===== src/rtl/pipeline_ctrl.sv =====
// Stall/flush sequencer for the five-stage semiMIPS pipeline with a fixed-latency mul/div freeze.
// Optional feature macro: STALLCNT_EN (stall-cycle counter); when undefined stallcnt is tied to 0.
module pipeline_ctrl #(
  parameter int MDCYCLES = 32,
  parameter int CNTW     = 16
) (
  input  logic            clk,
  input  logic            rstn,
  input  logic            lduse,
  input  logic            brtaken,
  input  logic            mdstart,
  input  logic            dmemwait,
  output logic            pcen,
  output logic            ifidregwr,
  output logic            ifidflush,
  output logic            ctrlsig,
  output logic            idexregwr,
  output logic            exmembubble,
  output logic            exmemregwr,
  output logic            mdbusy,
  output logic            mddone,
  output logic [CNTW-1:0] stallcnt
);

  typedef enum logic [1:0] {
    RUN    = 2'd0,
    MDWAIT = 2'd1,
    MDDONE = 2'd2
  } state_t;

  localparam logic [7:0] MD_LOAD = 8'(MDCYCLES - 1);

  state_t     state_q, state_d;
  logic [7:0] cnt_q, cnt_d;

  // State and mul/div countdown registers
  always_ff @(posedge clk or negedge rstn) begin
    if (!rstn) begin
      state_q <= RUN;
      cnt_q   <= 8'd0;
    end else begin
      state_q <= state_d;
      cnt_q   <= cnt_d;
    end
  end

  // Next-state and combinational pipeline controls
  always_comb begin
    state_d     = state_q;
    cnt_d       = cnt_q;
    pcen        = 1'b1;
    ifidregwr   = 1'b1;
    ifidflush   = 1'b0;
    ctrlsig     = 1'b0;
    idexregwr   = 1'b1;
    exmembubble = 1'b0;
    exmemregwr  = 1'b1;
    mdbusy      = 1'b0;
    mddone      = 1'b0;
    if (!rstn) begin
      state_d = RUN;
      cnt_d   = 8'd0;
    end else begin
      case (state_q)
        RUN: begin
          if (dmemwait) begin
            pcen       = 1'b0;
            ifidregwr  = 1'b0;
            idexregwr  = 1'b0;
            exmemregwr = 1'b0;
          end else if (mdstart) begin
            pcen        = 1'b0;
            ifidregwr   = 1'b0;
            idexregwr   = 1'b0;
            exmembubble = 1'b1;
            mdbusy      = 1'b1;
            cnt_d       = MD_LOAD;
            state_d     = MDWAIT;
          end else if (brtaken) begin
            ifidflush = 1'b1;
            ctrlsig   = 1'b1;
          end else if (lduse) begin
            pcen      = 1'b0;
            ifidregwr = 1'b0;
            ctrlsig   = 1'b1;
          end else begin
            state_d = RUN;
          end
        end
        MDWAIT: begin
          // The countdown runs through memory waits; only the MDDONE advance is held off.
          pcen      = 1'b0;
          ifidregwr = 1'b0;
          idexregwr = 1'b0;
          mdbusy    = 1'b1;
          cnt_d     = cnt_q - 8'd1;
          if (dmemwait) begin
            exmemregwr = 1'b0;
          end else begin
            exmembubble = 1'b1;
          end
          if (cnt_q == 8'd1) begin
            state_d = MDDONE;
          end else begin
            state_d = MDWAIT;
          end
        end
        MDDONE: begin
          if (dmemwait) begin
            pcen       = 1'b0;
            ifidregwr  = 1'b0;
            idexregwr  = 1'b0;
            exmemregwr = 1'b0;
          end else begin
            mddone  = 1'b1;
            state_d = RUN;
          end
        end
        default: begin
          state_d = RUN;
          cnt_d   = 8'd0;
        end
      endcase
    end
  end

`ifdef STALLCNT_EN
  logic [CNTW-1:0] stallcnt_q, stallcnt_d;

  // Saturating count of cycles with the PC held
  always_comb begin
    stallcnt_d = stallcnt_q;
    if (!pcen && (stallcnt_q != {CNTW{1'b1}})) begin
      stallcnt_d = stallcnt_q + {{(CNTW-1){1'b0}}, 1'b1};
    end else begin
      stallcnt_d = stallcnt_q;
    end
  end

  // Stall counter register
  always_ff @(posedge clk or negedge rstn) begin
    if (!rstn) begin
      stallcnt_q <= {CNTW{1'b0}};
    end else begin
      stallcnt_q <= stallcnt_d;
    end
  end

  assign stallcnt = stallcnt_q;
`else
  assign stallcnt = {CNTW{1'b0}};
`endif

endmodule


===== config.mk =====
export PLATFORM = sky130hd
export DESIGN_NAME = pipeline_ctrl
export DESIGN_NICKNAME = d
export VERILOG_FILES = /design/src/rtl/pipeline_ctrl.sv
export SDC_FILE = /design/constraint.sdc
export NUM_CORES = 1
export LEC_CHECK = 0
export CAP_MARGIN = 20
export CORE_MARGIN = 2
export CORE_UTILIZATION = 47
export CTS_CLUSTER_DIAMETER = 150
export DETAILED_ROUTE_END_ITERATION = 7
export PLACE_DENSITY = 0.82
export SKIP_LAST_GASP = 1
export SLEW_MARGIN = 40
export SYNTH_ARGS = -nofsm -noshare
export SYNTH_HDL_FRONTEND = slang
export SYNTH_SLANG_ARGS = --single-unit
export TNS_END_PERCENT = 20

===== constraint.sdc =====
create_clock -name clk -period 2.7 [get_ports clk]
set_input_delay 0.405 -clock clk [delete_from_list [all_inputs] [get_ports clk]]
set_output_delay 0.405 -clock clk [all_outputs]
set_load 0.05 [all_outputs]

==> flow_summary_export.csv, run 1 <==
group,metric,value,unit
flow_run,maxCapViolations,0,
placement,gp_congestion,0.838,
floorplan,start_util,0.492,
floorplan,rows,15,
global_routing,gr-total-overflow,0,
sta,final.setup_skew,0.00465,ns
clock_network,insertion_delay,0.27,ns
detailed_routing,drt_first_pass_iters,4,
global_routing,grt_max_degree,18,
detailed_routing,drtIter0Drc,7,
synthesis,yosys.area.top_type_share,0.298,
synthesis,ys_ff_latch,10,
layout,area_delta_synth_final,24.7,%
clock_network,cts_made_buffers,3,
sta,setup_violations,0,
clock_network,path_clk_slew,0.07,ns
synthesis,ys_warn_count,0,
synthesis,postSynthAreaPerCell,8.57,um^2
setup_path,crit_type,"input port to output pin",
detailed_routing,drc,0,
sta,tns,0,ns
sta,slew_violations,0,
floorplan,die_h,46.3,um
synthesis,ys.flop_type,"dfrtp_1",
run_status,status,"completed",
clock_network,h-tree-depth,1,
placement,placed_area,0.00101,mm^2
placement,io_buffers,14,
power,vdd_drop_max,0.224,mV
synthesis,synth_seq_area_share,0.298,
synthesis,synth.largest_area_cell,"dfrtp_1",
synthesis,syn-cell-area,840,um^2
synthesis,ys_types,39,
sta,final.period_utilization,0.877,
clock_network,cts_resized,0,
placement,hpwl,1370,um
synthesis,synth_edf_count,0,
layout,layout-drive-gt1-share,0.177,
synthesis,synthMostInstantiatedCell,"buf_4",
sta,fmax,0.422,GHz
synthesis,synth_common_cells,"buf_4 (17), dfrtp_1 (10), nand3_1 (8), nor2b_1 (6)",
floorplan,dieArea,0.00214,mm^2
layout,design_area,0.00105,mm^2
floorplan,die_w,46.3,um
global_routing,grt_pass1_wl,2950,um
clock_network,cts_hold_buf,0,
detailed_routing,viasPerCell,5.28,
floorplan,core_area,0.00171,mm^2
global_routing,antenna_found_initial,0,
synthesis,ys_top_cells_by_area,"dfrtp_1 (30%), buf_4 (15%), nand3_1 (4.8%)",
layout,nets,122,
clock_network,cts.path.max_buffers,2,
synthesis,synthesis.instances,98,
sta,worst_pin_slew,0.535,ns
clock_network,cts_sinks,10,
sta,maxSlewHeadroom,0.640,
clock_network,postCtsSetupRepairBufs,0,
global_routing,grt_pass1_vias,659,
global_routing,grtUsageTotal,0.200,
layout,n_antenna_cell,0,
detailed_routing,routed-via-count,729,
worst_hold_path,hold_class,"input port to async pin",
detailed_routing,routedWlPerCell,13.1,um
setup_path,cp.arrival,1.96,ns
power,leakagePower,0.475,nW
setup_path,required,2.30,ns
clock_network,cts_root_buf,"clkbuf_4",
sta,min_period,2.37,ns
clock_network,cts_tree,"done",
setup_path,worst-path-max-fanout,5,
detailed_routing,drtAntennaViolNets,0,
synthesis,async_flop_share,1.00,
power,power_density,542,mW/mm^2
setup_path,crit_path_start_kind,"input port",
detailed_routing,drt_wl_total,1810,um
sta,rsz0062_at_grt,"false",
setup_path,cp-end-kind,"output pin",
floorplan,io_pins,31,
sta,finalHoldViolCount,0,
layout,final_core_util,0.613,
-- cells by family after synthesis --
family                   synth area share
AND/OR/NAND/NOR                     0.259
buffers and inverters               0.194
AO/OA/AOI/OAI                       0.215
flip-flops                          0.298
adder cells (fa/ha/maj)            0.0298
other                             0.00447
-- path summary, 6_finish.rpt --
kind / start / end / slack (ns) / depth (start not counted)
max in group asynchronous: rstn / cnt_q[0]$_DFFE_PN0P_ / 2.07 / 2
hold / removal: rstn / state_q[1]$_DFFE_PN0P_ / 0.46 / 2
setup reg to reg: cnt_q[0]$_DFFE_PN0P_ / cnt_q[6]$_DFFE_PN0P_ / 1.07 / 5
hold reg to reg: cnt_q[7]$_DFFE_PN0P_ / cnt_q[7]$_DFFE_PN0P_ / 0.50 / 1
setup / recovery: rstn / exmembubble / 0.33 / 5
min in group clk: cnt_q[7]$_DFFE_PN0P_ / cnt_q[7]$_DFFE_PN0P_ / 0.50 / 1
-- critical path, cell delays in order --
cell	delay (ns)
clkdlybuf4s50_1	0.47
nor2b_1	0.35
nor2b_1	0.27
nor2b_1	0.29
buf_12	0.18
-- where the power goes --
group / internal (mW) / switching (mW)
combinational: 0.0786 / 0.142
clock: 0.0820 / 0.0580
sequential: 0.172 / 0.0353
-- flip-flops by register name (all words and copies together), names as in the netlist --
register / count
state_q: 2
cnt_q: 8
-- placed cells by master (no fill, tap or decap), types with 2 or more instances in the layout --
cell             instances
conb_1                  16
dfrtp_1                 10
nand3_1                  8
buf_12                   7
nor2b_1                  6
clkdlybuf4s50_1          5
buf_4                    5
inv_1                    4
nand2_1                  4
nor2_1                   4
a31oi_1                  3
o211ai_1                 3
clkbuf_4                 3
and3b_1                  2
o21ai_0                  2
or3b_1                   2
o2111ai_1                2
o221ai_1                 2
o2bb2ai_1                2
ha_1                     2
-- per-layer routing --
layer,vias up,routed length (um),global-route usage
li1,358,-,-
met1,354,846,0.260
met2,13,878,0.314
met3,4,46,0.0235
met4,0,38,0.120
met5,-,0,0
-- cell type report --
| cell class | count | area (um^2) |
|---|---|---|
| repair buffers | 17 | 228 |
| multi-input cells | 77 | 483 |
| inverters | 5 | 18.8 |
| clock buffers | 4 | 36.3 |
| well taps | 25 | 31.3 |
| fillers | 143 | 661 |
| flip-flops and latches | 10 | 250 |
-- through the flow --
step	setup WS (ns)	hold WS, ns	std cells	total power [mW]
finish	0.332	0.464	138	0.568
floorplan	0.0528	0.109	113	0.381
global placement	0.444	0.477	134	0.422
detailed placement	0.371	0.485	134	0.429
CTS	0.351	0.466	138	0.569
global route	0.246	0.488	138	0.600
Note: power is estimated with default switching activity, not from simulation.
==> run 2: changes to the inputs <==
--- a/config.mk
+++ b/config.mk
@@ -5,12 +5,14 @@
 export SDC_FILE = /design/constraint.sdc
 export NUM_CORES = 1
 export LEC_CHECK = 0
+export ABC_AREA = 1
 export CAP_MARGIN = 20
 export CORE_MARGIN = 2
 export CORE_UTILIZATION = 47
 export CTS_CLUSTER_DIAMETER = 150
 export DETAILED_ROUTE_END_ITERATION = 7
-export PLACE_DENSITY = 0.82
+export PLACE_DENSITY = 0.81
+export RECOVER_POWER = 100
 export SKIP_LAST_GASP = 1
 export SLEW_MARGIN = 40
 export SYNTH_ARGS = -nofsm -noshare
==> flow_summary_export.csv, run 2 <==
group,metric,value,unit
run_status,status,"completed",
synthesis,syn-cell-area,870,um^2
setup_path,worst-path-max-fanout,3,
setup_path,path_cells,"dlygate4sd3_1 > inv_2 > nor2_1 > inv_1 > nand3_1 > o21ai_0 > buf_12",
synthesis,synth_common_cells,"nand2_1 (24), nor2_1 (20), buf_4 (17), dfrtp_1 (10), inv_1 (8)",
synthesis,ys_types,24,
global_routing,grtUsageTotal,0.197,
setup_path,cpPeakStageDelay,0.63,ns
setup_path,cp-end-kind,"output pin",
synthesis,ys_ff_latch,10,
sta,final.period_utilization,0.895,
global_routing,grt_pass1_wl,2970,um
layout,layout_common_cells,"nand2_1 (26), nor2_1 (23), conb_1 (16), dfrtp_1 (10), inv_1 (9)",
sta,slew_violations,0,
synthesis,ys_top_cells_by_area,"dfrtp_1 (29%), buf_4 (15%), nand2_1 (10%)",
sta,final.setup_skew,0.00129,ns
detailed_routing,drc,0,
sta,min_period,2.42,ns
sta,fin_ws,0.283,ns
layout,layout-drive-gt1-share,0.115,
worst_hold_path,min_delay_path_depth,2,
layout,reg.largest.list,"cnt_q: 8 flops, state_q: 2 flops",
flow_run,maxCapViolations,0,
floorplan,dieArea,0.00221,mm^2
setup_path,crit_type,"input port to output pin",
placement,hpwl,1500,um
power,vdd_drop_max,0.353,mV
detailed_routing,drtIter0Drc,23,
floorplan,io_pins,31,
layout,nets,149,
global_routing,gr-total-overflow,0,
sta,setup_violations,0,
clock_network,cts_sinks,10,
setup_path,crit_path_start_kind,"input port",
floorplan,start_util,0.504,
floorplan,rows,15,
setup_path,crit_buf_inv,4,
power,finalPower,571,uW
synthesis,synthesis.instances,124,
sta,worst_pin_slew,0.627,ns
synthesis,ys.flop_type,"dfrtp_1",
floorplan,core_area,0.00173,mm^2
clock_network,cts_resized,0,
synthesis,async_flop_share,1.00,
worst_hold_path,hold_class,"flip-flop to flip-flop",
sta,rsz0062_at_grt,"false",
placement,dp_slack,0.403,ns
synthesis,ys_warn_count,0,
clock_network,postCtsSetupRepairBufs,0,
clock_network,path_clk_slew,0.06,ns
clock_network,cts_root_buf,"clkbuf_4",
setup_path,critPathTopFamily,"buffers and inverters",
synthesis,postSynthAreaPerCell,7.01,um^2
sta,whs,0.570,ns
detailed_routing,drt_wl_total,1840,um
sta,tns,0,ns
synthesis,synth_seq_area_share,0.288,
clock_network,insertion_delay,0.27,ns
power,leakagePower,0.498,nW
synthesis,synth_edf_count,0,
global_routing,antenna_found_initial,0,
layout,regArea,250,um^2
sta,maxSlewHeadroom,0.578,
floorplan,die_w,47.0,um
setup_path,rr_worst_depth,7,
layout,final_common_cell,"nand2_1",
placement,gp_congestion,0.848,
layout,n_antenna_cell,0,
synthesis,synthMostInstantiatedCell,"nand2_1",
placement,io_buffers,14,
detailed_routing,drt_first_pass_iters,5,
floorplan,die_h,47.0,um
global_routing,grt_max_degree,13,
clock_network,cts_tree,"done",
setup_path,slowest_stage,"dlygate4sd3_1",
power,power_density,581,mW/mm^2
detailed_routing,routedWlPerCell,11.2,um
detailed_routing,drtAntennaViolNets,0,
clock_network,cts.path.max_buffers,2,
synthesis,yosys.area.top_type_share,0.288,
clock_network,cts_made_buffers,3,
layout,area_delta_synth_final,12.9,%
setup_path,cp.arrival,2.01,ns
sta,fmax,0.414,GHz
setup_path,worst-path-stages,7,
clock_network,cts_hold_buf,0,
layout,multi_input_area,458,um^2
detailed_routing,viasPerCell,4.90,
clock_network,h-tree-depth,1,
layout,top_register,"cnt_q",
detailed_routing,routed-via-count,803,
layout,largest_reg_flops,8,
setup_path,required,2.30,ns
sta,finalHoldViolCount,0,
global_routing,grt_pass1_vias,653,
synthesis,synth.largest_area_cell,"dfrtp_1",
layout,fillers,173,
run 2: changes by cell type in the layout (fill, tap and decap cells not counted), sizes merged, moves of 3 or more:
cell,before,now
nor2b,6,0
buf,12,6
nand2,4,28
nor2,4,25
clkbuf,4,7
a31oi,3,0
inv,5,12
or3b,3,0
o21ai,3,10
run 2: through the flow:
stage          cell area, um^2  cells   util
2_1_floorplan              926    139      -
3_3_place_gp              1060    161  0.612
3_5_place_dp              1060    161  0.612
4_1_cts                   1080    164  0.625
5_1_grt                    982    164  0.569
6_report                   982    164  0.569
run 2: tightest hold or removal path, stage by stage, from the launching register on:
cell,delay [ns]
dfrtp_1,0.37
a21oi_1,0.05
nor2_1,0.10
run 2: power by group:
group / internal, mW / leakage (nW) / switching (mW)
registers: 0.172 / 0.130 / 0.0256
logic: 0.0832 / 0.354 / 0.187
clock network: 0.0516 / 0.0138 / 0.0516
run 2: worst paths after layout:
path / slack, ns / start / endpoint
setup reg to reg: 1.13 / state_q[0]$_DFFE_PN0P_ / cnt_q[6]$_DFFE_PN0P_
setup / recovery: 0.28 / rstn / pcen
hold reg to reg: 0.57 / cnt_q[7]$_DFFE_PN0P_ / cnt_q[7]$_DFFE_PN0P_
hold / removal: 0.57 / cnt_q[7]$_DFFE_PN0P_ / cnt_q[7]$_DFFE_PN0P_
max in group asynchronous: 1.88 / rstn / cnt_q[7]$_DFFE_PN0P_
min in group asynchronous: 0.66 / rstn / cnt_q[3]$_DFFE_PN0P_
run 2: area by class of cell:
| type | count | area share |
|---|---|---|
| Multi-Input combinational cell | 99 | 0.466 |
| Sequential cell | 10 | 0.255 |
| Timing Repair Buffer | 15 | 0.176 |
| Inverter | 12 | 0.0484 |
| Tap cell | 25 | 0.0318 |
| Clock buffer | 3 | 0.0229 |
run 2: kinds of logic after synthesis:
logic type               Yosys count  synth area share
AND/OR/NAND/NOR                   65             0.364
buffers and inverters             30             0.214
AO/OA/AOI/OAI                     16             0.101
flip-flops                        10             0.288
adder cells (fa/ha/maj)            2            0.0288
other                              1           0.00431
run 2: layer usage:
metal	vias up	share of wire	global-route usage
met2	30	0.52	0.321
met3	3	0.047	0.0577
met4	0	0.011	0.0833
met5	-	0	0
met1	377	0.42	0.244
li1	393	-	-
==> run 3: changes to the inputs <==
--- a/config.mk
+++ b/config.mk
@@ -11,7 +11,7 @@
 export CORE_UTILIZATION = 47
 export CTS_CLUSTER_DIAMETER = 150
 export DETAILED_ROUTE_END_ITERATION = 7
-export PLACE_DENSITY = 0.81
+export PLACE_DENSITY = 0.83
 export RECOVER_POWER = 100
 export SKIP_LAST_GASP = 1
 export SLEW_MARGIN = 40
==> flow_summary_export.csv, run 3 (synthesized netlist as in run 2, its figures left out) <==
group,metric,value,unit
power,comb_power_share,0.484,
detailed_routing,routed-via-count,792,
clock_network,cts_hold_buf,0,
detailed_routing,viasPerCell,4.80,
clock_network,cts_root_buf,"clkbuf_4",
layout,layout_common_cells,"nand2_1 (24), nor2_1 (21), conb_1 (16), inv_1 (10), dfrtp_1 (10)",
layout,area_delta_synth_final,17.3,%
clock_network,cts_made_buffers,3,
placement,placed_area,0.00106,mm^2
setup_path,worst-path-max-fanout,4,
sta,rsz0062_at_grt,"false",
sta,final.period_utilization,0.894,
power,finalPower,569,uW
detailed_routing,drtIter0Drc,45,
setup_path,rr_worst_depth,7,
layout,instances_no_fill,165,
clock_network,cts_tree,"done",
clock_network,postCtsSetupRepairBufs,0,
layout,nets,150,
sta,min_period,2.41,ns
floorplan,die_h,47.0,um
clock_network,h-tree-depth,1,
setup_path,worstSetupEndpoint,"pcen",
worst_hold_path,hold_class,"flip-flop to flip-flop",
global_routing,grtUsageTotal,0.186,
layout,design_area,0.00102,mm^2
placement,gp_congestion,0.867,
global_routing,antenna_found_initial,0,
sta,whs,0.562,ns
setup_path,rr_endpoint,"cnt_q[6]$_DFFE_PN0P_",
flow_run,maxCapViolations,0,
sta,final.setup_skew,0.00305,ns
power,vdd_drop_max,0.346,mV
setup_path,cp-end-kind,"output pin",
floorplan,dieArea,0.00221,mm^2
clock_network,cts_sinks,10,
global_routing,grt_max_degree,12,
layout,final_common_cell,"nand2_1",
setup_path,cp.arrival,2.01,ns
layout,n_antenna_cell,0,
placement,dp_slack,0.518,ns
floorplan,die_w,47.0,um
placement,io_buffers,14,
floorplan,start_util,0.504,
setup_path,required,2.30,ns
detailed_routing,drtAntennaViolNets,0,
run_status,status,"completed",
floorplan,core_area,0.00173,mm^2
detailed_routing,routedWlPerCell,11.0,um
power,power_frac_clock,0.169,
sta,worst_pin_slew,0.612,ns
floorplan,rows,15,
setup_path,crit_type,"input port to output pin",
layout,largest_reg_flops,8,
sta,slew_violations,0,
detailed_routing,drt_first_pass_iters,4,
setup_path,r2r_slack,1.37,ns
layout,final_core_util,0.591,
floorplan,io_pins,31,
placement,dp_cells,162,
setup_path,crit_path_start_kind,"input port",
global_routing,gr-total-overflow,0,
power,p_int,308,uW
sta,tns,0,ns
layout,top_register,"cnt_q",
sta,finalHoldViolCount,0,
sta,fmax,0.414,GHz
clock_network,insertion_delay,0.26,ns
sta,fin_ws,0.287,ns
detailed_routing,drt_wl_total,1810,um
clock_network,path_clk_slew,0.05,ns
power,swShare,0.459,
clock_network,cts_resized,0,
global_routing,grt_pass1_wl,2900,um
global_routing,grt_pass1_vias,700,
power,seqPwrFrac,0.348,
power,netSwitchingPower,261,uW
layout,layout-drive-gt1-share,0.129,
detailed_routing,drc,0,
power,power_density,558,mW/mm^2
power,leakagePower,0.514,nW
layout,reg.largest.list,"cnt_q: 8 flops, state_q: 2 flops",
setup_path,crit_start,"rstn",
placement,hpwl,1470,um
sta,maxSlewHeadroom,0.594,
clock_network,cts.path.max_buffers,2,
worst_hold_path,min_delay_path_depth,2,
setup_path,reg2reg_from,"cnt_q[0]$_DFFE_PN0P_",
sta,setup_violations,0,
run 3: cell type report:
class                   count  area, um^2
clock buffers               3        22.5
fillers                   163         707
inverters                  12        47.5
multi-input cells          99         487
flip-flops and latches     10         250
well taps                  25        31.3
repair buffers             16         181
run 3: per-layer routing:
metal | wire (um) | up-vias | GRT usage
li1 | - | 393 | -
met1 | 751 | 358 | 0.224
met2 | 900 | 35 | 0.315
met3 | 117 | 6 | 0.0462
met4 | 38 | 0 | 0.0778
met5 | 0 | - | 0
run 3: worst min-delay path by stage:
stage | from | endpoint | slack (ns)
global route | cnt_q[7]$_DFFE_PN0P_ | cnt_q[7]$_DFFE_PN0P_ | 0.61
detailed placement | cnt_q[7]$_DFFE_PN0P_ | cnt_q[7]$_DFFE_PN0P_ | 0.56
finish | cnt_q[7]$_DFFE_PN0P_ | cnt_q[7]$_DFFE_PN0P_ | 0.56
global placement | cnt_q[7]$_DFFE_PN0P_ | cnt_q[7]$_DFFE_PN0P_ | 0.52
floorplan | rstn | cnt_q[0]$_DFFE_PN0P_ | 0.11
CTS | cnt_q[7]$_DFFE_PN0P_ | cnt_q[7]$_DFFE_PN0P_ | 0.57
run 3: power groups by stage:
stage | registers (mW) | logic [mW] | clock network, mW
after floorplan | 0.189 | 0.234 | 0
after global placement | 0.199 | 0.284 | 0
after detailed placement | 0.201 | 0.288 | 0
after CTS | 0.198 | 0.290 | 0.0984
after global routing | 0.201 | 0.303 | 0.106
final | 0.198 | 0.275 | 0.0960
run 3: critical path: stages:
cell           delay, ns
dlygate4sd3_1       0.61
inv_1               0.13
nor2_1              0.08
inv_1               0.14
nand3_1             0.11
o21ai_0             0.09
clkbuf_1            0.25
buf_12              0.18
==> variant 1, RTL diff (settings of run 3) <==
The parameter `CNTW` goes from 16 to 15.
--- a/src/rtl/pipeline_ctrl.sv
+++ b/src/rtl/pipeline_ctrl.sv
@@ -2,7 +2,7 @@
 // Optional feature macro: STALLCNT_EN (stall-cycle counter); when undefined stallcnt is tied to 0.
 module pipeline_ctrl #(
   parameter int MDCYCLES = 32,
-  parameter int CNTW     = 16
+  parameter int CNTW     = 15
 ) (
   input  logic            clk,
   input  logic            rstn,
Ports: changed (resized stallcnt); port bits go from 31 to 30. No check against the original RTL was run, so the function may have changed too.
==> variant 1 against run 3 <==
Clock skew is 0.00057 ns lower; worst setup slack worse by 0.078 ns; sequential cell count stayed put; die area is 0.81% lower; power is 0.68% lower; synthesized cell count is 0.81% lower; first-iteration DRC count is 24% lower; routed wire length is 13% higher; final area is 7.1% lower; synthesized area is 0.86% lower.
==> variant 1: results (changes against run 3) <==
| Metric | Value |
|---|---|
| Synth warn | `0 (unchanged)` |
| Vias in the first global route | `755 (+7.9%)` |
| Post-Syn Instances | `123 (-0.81%)` |
| Dpl ws | `0.435 ns (-0.0831 ns)` |
| M3 GR Usage | `3.08% (-1.5 points)` |
| GR Layer Usage met2 | `35.6% (+4.1 points)` |
| Initial antenna violation count | `0 (unchanged)` |
| Total iterations of the first detailed-routing run | `4 (unchanged)` |
| N_diodes | `0 (unchanged)` |
| Placed Instance Area | `1060 sq um (-0.35%)` |
| Fraction of registers with async set/reset | `100% (unchanged)` |
| Routability Congestion | `0.937 (+8.2%)` |
| CP max FO | `7 (+3)` |
| Yosys cell types | `24 (unchanged)` |
| PortBufs | `14 (unchanged)` |
| Met1 usage | `25.2% (+2.7 points)` |
| FILL cells | `179 (+9.8%)` |
| Setup bufs post-CTS | `0 (unchanged)` |
| Leading post-synthesis cells by cell area | `dfrtp_1 (29%), buf_4 (14%), nand2_1 (10%)` |
| Clock Path Buffers | `2 (unchanged)` |
| 1st-iter DRT viols | `34 (-24%)` |
| Global-route wire length before repair | `3.23 mm (+11%)` |
| Status | `finished clean` |
| Worst min-delay path class | `reg2reg` |
| Critical path arrival | `2.09 ns (+0.08 ns)` |
| Post-synth top cells | `nand2_1 (24), nor2_1 (20), buf_4 (16)` |
| H-tree Lvls | `1 (unchanged)` |
| Leakage | `0.490 nW (-4.8%)` |
| Register area share after synthesis | `29.0% (+0.25 points)` |
| Largest net degree at the start of global routing | `13 (+1)` |
| Nets | `149 (-0.67%)` |
| Maximum VDD drop | `393 uV (+13%)` |
| Detailed Place HPWL | `1.62 mm (+11%)` |
| Worst-Skew Late Latency | `roughly 0.27 ns` |
| Flip-flop count of the largest register after layout | `8 (unchanged)` |
| Num CTS Buffers | `3 (unchanged)` |
| Largest registers | `cnt_q x8, state_q x2` |
| Per-cell routed wire length | `12.4 um (+13%)` |
| Worst Skew | `0.00248 ns (-0.000566 ns)` |
| Placed cells | `161 (-0.62%)` |
| Share of cells above drive strength 1 | `11.5% (-1.3 points)` |
| Clock root cell | `clkbuf_4` |
| Total wire length | `2.03 mm (+13%)` |
| Post-synth top flop | `dfrtp_1` |
| Via count | `828 (+4.5%)` |
| Relative slew slack | `58.3% (-1.1 points)` |
| CTS clock-pin slew for the worst setup and hold paths | `roughly 0.06 ns` |
| Flip-flop and latch area | `250 sq um (unchanged)` |
| Total track usage | `21.9% (+3.3 points)` |
[variant 1: changes by cell type in the layout (fill, tap and decap cells not counted), sizes merged]
cell	run 3	this run
conb	16	15
buf	5	4
clkdlybuf4s50	4	3
dlygate4sd3	1	2
clkbuf	8	9
[variant 1: worst max-delay path, stage by stage]
cell	delay, ns
dlygate4sd3_1	0.64
nand2_1	0.20
inv_1	0.10
nand2_1	0.08
nand2_1	0.13
nor2_4	0.20
clkbuf_2	0.32
[variant 1: layout make-up]
cell class / instances / area share, %
clock buffer: 3 / 2.38
inverter: 12 / 5.02
timing repair buffer: 16 / 14.9
tap: 25 / 3.30
multi-input combinational: 98 / 48.0
sequential: 10 / 26.4
[variant 1: kinds of logic after synthesis]
family | synth area share, %
adder cells (fa/ha/maj) | 2.90
buffers and inverters | 20.8
flip-flops | 29.0
other | 0.435
AO/OA/AOI/OAI | 10.2
AND/OR/NAND/NOR | 36.7
[variant 1: power breakdown]
group	total [mW]	switching, mW	internal, mW
combinational	0.265	0.190	0.0748
sequential	0.198	0.0263	0.172
clock	0.102	0.0505	0.0515
total	0.565	0.267	0.298
[variant 1: worst paths after layout]
| path | start | to | slack [ns] | depth (start not counted) |
|---|---|---|---|---|
| setup / recovery | dmemwait | mdbusy | 0.21 | 7 |
| hold / removal | cnt_q[7] | cnt_q[7] | 0.58 | 2 |
| setup reg to reg | state_q[0] | cnt_q[6] | 1.09 | 7 |
| hold reg to reg | cnt_q[7] | cnt_q[7] | 0.58 | 2 |
| max in group asynchronous | rstn | cnt_q[5] | 1.95 | 2 |
| min in group asynchronous | rstn | cnt_q[6] | 0.59 | 2 |
[variant 1: per-layer routing]
layer  up-vias  part of all wire (%)
met5         -                     0
met4         0                   7.7
met3        17                   4.5
met2        41                    48
met1       370                    39
li1        400                     -
==> variant 2, RTL diff (config.mk and constraints of run 3) <==
Made on the original files. The 3 states of `state_t` get a one-hot encoding in 3 bits.
--- a/src/rtl/pipeline_ctrl.sv
+++ b/src/rtl/pipeline_ctrl.sv
@@ -22,10 +22,10 @@
   output logic [CNTW-1:0] stallcnt
 );
 
-  typedef enum logic [1:0] {
-    RUN    = 2'd0,
-    MDWAIT = 2'd1,
-    MDDONE = 2'd2
+  typedef enum logic [2:0] {
+    RUN    = 3'b001,
+    MDWAIT = 3'b010,
+    MDDONE = 3'b100
   } state_t;
 
   localparam logic [7:0] MD_LOAD = 8'(MDCYCLES - 1);
Function: no difference found for any inputs over 10 cycles, from zero or initial values and one cycle with rstn low; not proved beyond that.
==> variant 2 against run 3 <==
Worst setup slack got worse by 0.030 ns; synthesized area grew 14%; routed wire length is 21% higher; largest cell class unchanged; clock skew down 0.0020 ns; critical path type unchanged; cell count up 15%; power decreased by 0.61%; final area up 9.3%; sequential cell count rose by 1.
==> variant 2: results (changes against run 3) <==
| Metric | Value |
|---|---|
| Status | `finished clean` |
| Yosys cell types | `25 (+4.2%)` |
| Fraction of area in non-clock buffers | `14.0% (-3.8 points)` |
| Worst Hold Launch | `cnt_q[6]` |
| Vias in the first global route | `914 (+31%)` |
| Critical path arrival | `2.04 ns (+0.03 ns)` |
| Met1 usage | `20.7% (-1.8 points)` |
| CP max FO | `3 (-1)` |
| CTS clock-pin slew for the worst setup and hold paths | `0.07 ns (+0.02 ns)` |
| #FFs+latches synth | `11 (+1)` |
| DR WL met2 | `1.14 mm (+26%)` |
| Fin util | `56.3% (-2.8 points)` |
| Detailed Place HPWL | `1.76 mm (+20%)` |
| Register area share after synthesis | `28.0% (-0.80 points)` |
| Maximum VDD drop | `323 uV (-6.6%)` |
| Met1 wire length | `896 um (+19%)` |
| M3 GR Usage | `2.12% (-2.5 points)` |
| Row Count | `16 (+1)` |
| Largest net degree at the start of global routing | `23 (+11)` |
| Flip-flop and latch area | `277 sq um (+10%)` |
| Max incr delay on CP | `0.57 ns (-0.04 ns)` |
| Layout clock area frac | `2.36% (+0.15 points)` |
| Share of cells above drive strength 1 | `11.1% (-1.7 points)` |
| Global-route wire length before repair | `3.65 mm (+26%)` |
| 1st-iter DRT viols | `25 (-44%)` |
| Worst-Skew Late Latency | `0.28 ns (+0.02 ns)` |
| GR Layer Usage met2 | `34.7% (+3.2 points)` |
| Multi-input logic portion of the cell area | `48.3% (+0.53 points)` |
| Number of non-clock inverters in the layout | `22 (+10)` |
| Clock network power share | `20.7% (+3.8 points)` |
| Crit Reg-Reg Endpoint | `cnt_q[3]` |
| Min-Delay Endpoint | `cnt_q[6]` |
| Leading post-synthesis cells by cell area | `dfrtp_1 (25%), buf_4 (14%), nand2_1 (13%)` |
| Seq pwr share | `34.2% (-0.6 points)` |
| Non-clk bufs | `15 (-1)` |
| Largest registers | `cnt_q x8, state_q x3` |
| Dpl ws | `0.438 ns (-0.0799 ns)` |
| Placed Instance Area | `1170 sq um (+9.9%)` |
| R2r setup slk | `0.92 ns (-0.45 ns)` |
## variant 2: cell types whose count changed after synthesis, moves of 2 or more
| cell | change |
|---|---|
| nand3_1 | +10 |
| inv_1 | +9 |
| nor2_1 | -8 |
| nand4_1 | +5 |
| o21ai_0 | -2 |
| or2_1 | +2 |
| nand2_2 | -3 |
| o21ai_1 | -2 |
| nand2_1 | +10 |
## variant 2: kinds of logic after synthesis
kind of cell	after synthesis	synth area share (%)
AOI/OAI and AO/OA	10	5.57
xor gates and xnor gates	1	0.886
adders and majority gates	2	2.53
buffers and inverters	40	22.3
DFF	11	28.0
other	1	0.379
and+or+nand+nor	81	40.4
## variant 2: worst max-delay path by stage
stage / from / endpoint / slack (ns)
CTS: rstn / mdbusy / 0.44
detailed placement: rstn / mdbusy / 0.44
global route: rstn / ctrlsig / 0.18
floorplan: state_q[0] / ifidflush / 0.37
finish: rstn / ctrlsig / 0.26
global placement: rstn / ifidflush / 0.47
